<file path="src/rtl/sd_router_pkg.sv">
// Shared types and limits for the SPI SD router: channel mapping states,
// LED mode selectors and a chip-select conflict helper.
package sd_router_pkg;

    typedef enum logic [1:0] {
        BASE   = 2'd0,
        VIRT   = 2'd1,
        PEND_V = 2'd2,
        PEND_B = 2'd3
    } ch_state_t;

    localparam int LED_PHYS = 0;
    localparam int LED_ANY  = 1;
    localparam int MAX_CS   = 4;

    // True when more than one active-low select is asserted.
    function automatic logic multi_low(input logic [MAX_CS-1:0] cs_n);
        int unsigned n;
        n = 0;
        for (int unsigned i = 0; i < MAX_CS; i++) begin
            if (!cs_n[i]) n++;
        end
        return n > 1;
    endfunction

endpackage

</file>
<file path="src/rtl/sd_act_timer.sv">
// Per-channel activity timer: kick reloads to zero, counts up saturating at
// TIMEOUT; act is the registered "recently active" flag.
module sd_act_timer #(
    parameter int TIMEOUT = 1000000
) (
    input  logic clk_sys,
    input  logic reset,
    input  logic kick,
    output logic act
);

    localparam int TW = $clog2(TIMEOUT + 1);
    localparam logic [TW-1:0] TMAX = TW'(TIMEOUT);

    logic [TW-1:0] timer;

    always_ff @(posedge clk_sys) begin
        if (reset) begin
            timer <= TMAX;
            act   <= 1'b0;
        end else begin
            act <= (timer < TMAX);
            if (kick) begin
                timer <= '0;
            end else if (timer < TMAX) begin
                timer <= timer + TW'(1);
            end
        end
    end

endmodule

</file>
<file path="src/rtl/sd_spi_router.sv">
// Routes the core SPI SD bus to the physical slot or per-CS virtual sd_card
// instances; remaps only while a channel is deselected, tracks activity.
module sd_spi_router
    import sd_router_pkg::*;
#(
    parameter int NUM_CS   = 2,
    parameter int TIMEOUT  = 1000000,
    parameter int LED_MODE = 0,
    parameter int SETTLE   = 2
) (
    input  logic              clk_sys,
    input  logic              reset,
    input  logic [NUM_CS-1:0] img_mounted,
    input  logic [NUM_CS-1:0] img_nz,
    input  logic [NUM_CS-1:0] cs_n_i,
    input  logic              sclk_i,
    input  logic              mosi_i,
    output logic              miso_o,
    output logic [NUM_CS-1:0] vsd_cs_n_o,
    output logic              vsd_sclk_o,
    output logic              vsd_mosi_o,
    input  logic [NUM_CS-1:0] vsd_miso_i,
    output logic              SD_CS,
    output logic              SD_SCK,
    output logic              SD_MOSI,
    input  logic              SD_MISO,
    output logic [NUM_CS-1:0] vsd_sel_o,
    output logic [NUM_CS-1:0] act_o,
    output logic              led_o,
    output logic              cs_conflict_o
);

    localparam int SW = $clog2(SETTLE + 1);
    localparam logic [SW-1:0] SMAX = SW'(SETTLE);

    logic [NUM_CS-1:0] win;
    logic              win_valid;
    logic [NUM_CS-1:0] cand;
    logic [NUM_CS-1:0] kick;
    logic [MAX_CS-1:0] cs_pad;
    logic              mosi_q;
    logic              miso_q;
    logic              toggle;

    for (genvar g = 0; g < NUM_CS; g++) begin : g_ch
        ch_state_t     state;
        ch_state_t     state_d;
        logic [SW-1:0] cnt;
        logic          mnt_on;
        logic          mnt_off;
        logic          settled;
        logic          pend_d;

        // Counter tracks consecutive high cs samples only while a remap is pending;
        // the pulse cycle's own sample counts, so a low sample there clears it.
        always_comb begin
            mnt_on  = img_mounted[g] & img_nz[g];
            mnt_off = img_mounted[g] & ~img_nz[g];
            settled = cs_n_i[g] && (cnt == SMAX);
            state_d = state;
            case (state)
                BASE:    if (mnt_on) state_d = PEND_V;
                VIRT:    if (mnt_off) state_d = PEND_B;
                PEND_V:  if (mnt_off) state_d = BASE;
                         else if (settled) state_d = VIRT;
                PEND_B:  if (mnt_on) state_d = VIRT;
                         else if (settled) state_d = BASE;
                default: state_d = BASE;
            endcase
            pend_d = (state_d == PEND_V) || (state_d == PEND_B);
        end

        always_ff @(posedge clk_sys) begin
            if (reset) begin
                state <= BASE;
                cnt   <= '0;
            end else begin
                state <= state_d;
                if (pend_d && cs_n_i[g]) begin
                    cnt <= (cnt == SMAX) ? cnt : cnt + SW'(1);
                end else begin
                    cnt <= '0;
                end
            end
        end

        assign vsd_sel_o[g]  = (state == VIRT) || (state == PEND_B);
        assign vsd_cs_n_o[g] = cs_n_i[g] | ~vsd_sel_o[g];
        assign kick[g]       = toggle & win[g];

        if (g == 0) begin : g_phys
            assign cand[g] = vsd_sel_o[g] ? vsd_miso_i[g] : SD_MISO;
        end else begin : g_virt
            assign cand[g] = vsd_sel_o[g] ? vsd_miso_i[g] : 1'b1;
        end

        sd_act_timer #(
            .TIMEOUT(TIMEOUT)
        ) u_act (
            .clk_sys(clk_sys),
            .reset  (reset),
            .kick   (kick[g]),
            .act    (act_o[g])
        );
    end

    always_comb begin
        win       = '0;
        win_valid = 1'b0;
        for (int unsigned i = 0; i < NUM_CS; i++) begin
            if (!cs_n_i[i] && !win_valid) begin
                win[i]    = 1'b1;
                win_valid = 1'b1;
            end
        end
    end

    always_comb begin
        cs_pad = '1;
        cs_pad[NUM_CS-1:0] = cs_n_i;
    end

    assign miso_o     = win_valid ? |(win & cand) : 1'b1;
    assign vsd_sclk_o = sclk_i;
    assign vsd_mosi_o = mosi_i;
    assign SD_CS      = cs_n_i[0] | vsd_sel_o[0];
    assign SD_SCK     = sclk_i & ~vsd_sel_o[0];
    assign SD_MOSI    = mosi_i & ~vsd_sel_o[0];
    assign toggle     = (mosi_i ^ mosi_q) | (miso_o ^ miso_q);

    // Data history tracks the live lines during reset so release never looks like a toggle.
    always_ff @(posedge clk_sys) begin
        mosi_q <= mosi_i;
        miso_q <= miso_o;
        if (reset) begin
            cs_conflict_o <= 1'b0;
            led_o         <= 1'b0;
        end else begin
            cs_conflict_o <= multi_low(cs_pad);
            led_o         <= (LED_MODE == LED_PHYS) ? (act_o[0] & ~vsd_sel_o[0]) : |act_o;
        end
    end

endmodule
</file>
<file path="config.mk">
export PLATFORM = sky130hd
export DESIGN_NAME = sd_spi_router
export DESIGN_NICKNAME = d
export VERILOG_FILES = /design/src/rtl/sd_router_pkg.sv /design/src/rtl/sd_act_timer.sv /design/src/rtl/sd_spi_router.sv
export SDC_FILE = /design/constraint.sdc
export NUM_CORES = 1
export LEC_CHECK = 0
export BUFFER_PORTS_ARGS = -buffer_cell sky130_fd_sc_hd__buf_4
export CORE_AREA = 2 2 75 77
export CTS_CLUSTER_DIAMETER = 100
export DETAILED_ROUTE_END_ITERATION = 16
export DIE_AREA = 0 0 77 79
export PLACE_DENSITY = 0.78
export SLEW_MARGIN = 20
export SYNTH_ARGS = -nofsm -noshare
export SYNTH_HDL_FRONTEND = slang
export SYNTH_SLANG_ARGS = --single-unit
</file>
<file path="constraint.sdc">
create_clock -name clk_sys -period 3.05 [get_ports clk_sys]
set_clock_uncertainty 0.2 [all_clocks]
set_input_delay 0.1525 -clock clk_sys [delete_from_list [all_inputs] [get_ports clk_sys]]
set_output_delay 0.1525 -clock clk_sys [all_outputs]
set_load 0.01 [all_outputs]
</file>
==> results.ini <==
[status]
status=complete, no violations

[sta]
setup_ws_ps=832
hold_violations=0
post-route-period-util=0.727
worst_pin_slew_ps=753
fin_tns_setup_ps=0
finalSetupViolCount=0
slew_headroom=0.498
rsz0062_at_grt=no
fmax_mhz=451
drv_slew=0
fin_crit_ps=2220

[route]
first_pass_iters=5
viasPerCell=5.40
drt_wl_total_um=5110
via_count=2186
postRouteAntennaNets=0
drt_iter0_drc=141
remaining_drc_errors=0
drt-wirelength-per-cell_um=12.6

[clock_network]
post-cts-setup-buffer-count=0
clock_latency_ps=300
htree_levels=2
cts_root_buf=clkbuf_8
postCtsHoldBufs=6
cts_resized=0
clockBufferDepth=2
cts.reportedPaths.clkPinSlew_ps=90
cts_buffers=5
cts_tree=yes
clock-sinks=54

[global_routing]
grt_pass1_vias=2033
antenna_found_initial=0
grt_max_degree=21
grt_usage=0.179
overflow=0
grt_pass1_wl_um=8910

[cells_and_area]
nNetsFinal=350
drive_above_1_share=0.117
layout_common_cells=54 x dfxtp_1, 39 x nor2_1, 28 x buf_4
antennaDiodeCount=0
fillers=501
final_common_cell=dfxtp_1
area_growth_pct=13.3

[floorplanning]
initial_core_util=0.488
die_area_um2=6080
fp.dieW_um=77
pin_count=27
core_um2=5340
std_cell_rows=27
dieHeight_um=79

[flow_run]
drv_cap=0

[yosys]
synth_edf_count=0
async_reset_ff_frac=0
synth_area_leaders=dfxtp_1 41%, xnor2_1 7.1%, nor2_1 5.6%
syn_inst=311
ys_types=39
netlist_area_um2=2600
yosys.area.top_type=dfxtp_1
yosys_most_used_dff=dfxtp_1
ys_seq_elements=54
synth_top_area_share=0.415
synth_seq_area_share=0.415
yosysWarnings=0
synth.avg_cell_area_um2=8.38
synth_nets=328

[critical_path]
crit_required_ps=3090
worst-path-max-fanout=20
cp.arrival_ps=2260
crit_type=flop to flop
startpoint_type=flop
crit_path_end_kind=flop
rrSetupSlack_ps=830

[placed_design]
gp_congestion=0.793
pre_cts_slack_ps=866
dp_hpwl_um=3540
port-buffer-count=26

[pwr]
vdd_ir_drop_max_v=0.000188
power_density_nw_per_um2=444
p_leak_nw=1.10

[min_path]
hold_class=primary input to flop

## per-stage QoR
| step | util | instances | total power [mW] | hold WS, ps | cell area, um2 |
|---|---|---|---|---|---|
| CTS | 0.553 | 405 | 1.32 | 15.8 | 2950 |
| global route | 0.553 | 405 | 1.37 | 45.2 | 2950 |
| global placement | 0.526 | 392 | 0.944 | 89.4 | 2810 |
| floorplan | - | 311 | 0.896 | -19.8 | 2610 |
| finish | 0.553 | 405 | 1.31 | 21.8 | 2950 |
| detailed placement | 0.526 | 392 | 0.949 | 101 | 2810 |
## synth_stat cells (all sizes together), types with 3 or more instances
cell and n:
clkbuf 10, or2 3, nor2 39, nor3 8, buf 9, mux2i 3, ha 4, nor4 3
nand3 15, and2 4, nand4 18, and3 7, dfxtp 54, xnor2 21, a21oi 9, nand2 24
nand2b 3, and4 3, inv 12, a211oi 14, o31ai 3, o21ai 13, xor2 16
## flip-flops by register name (all words and copies together), names as in the netlist
signal / cells
g_ch.u_act.act: 2
miso_q: 1
g_ch.cnt: 4
mosi_q: 1
g_ch.u_act.timer: 40
g_ch.state: 4
cs_conflict_o: 1
led_o: 1
## final cells by class
cell class	count	area, um2	area share
multi-input combinational	226	1380	0.469
sequential	54	1080	0.366
timing repair buffer	34	270	0.0916
tap	72	90.1	0.0305
clock buffer	6	72.6	0.0246
inverter	12	45.0	0.0153
clock inverter	1	7.51	0.00254
## power breakdown
group	switching [mW]	internal [mW]
clock	0.211	0.158
combinational	0.0948	0.0771
sequential	0.0308	0.738
total	0.336	0.973
## worst max-delay path, cell delays in order (launching register included)
cell,delay (ps)
dfxtp_1,350
o31ai_1,250
a311o_1,700
nand4_1,230
or3_1,350
nand3_1,80
## worst paths after layout
path,start,to,cells after the start
worst max-delay path,g_ch[0].u_act.timer[7],g_ch[0].u_act.timer[19],5
worst min-delay path,img_nz[1],g_ch[1].state[0],5
worst max register to register,g_ch[0].u_act.timer[7],g_ch[0].u_act.timer[19],5
worst min register to register,g_ch[0].u_act.act,led_o,1
## kinds of logic after synthesis
logic type,synth area share
flip-flops,0.415
buffers and inverters,0.0538
adder cells (fa/ha/maj),0.0192
AO/OA/AOI/OAI,0.116
multiplexers,0.0115
XOR/XNOR,0.124
AND/OR/NAND/NOR,0.260
## routing by layer
| metal | vias up | track usage | wire [um] |
|---|---|---|---|
| met5 | - | 0 | 0 |
| met1 | 994 | 0.221 | 2460 |
| li1 | 1122 | - | - |
| met4 | 0 | 0.0804 | 96 |
| met2 | 61 | 0.301 | 2300 |
| met3 | 9 | 0.0375 | 249 |
(Power assumes the default switching activity.)
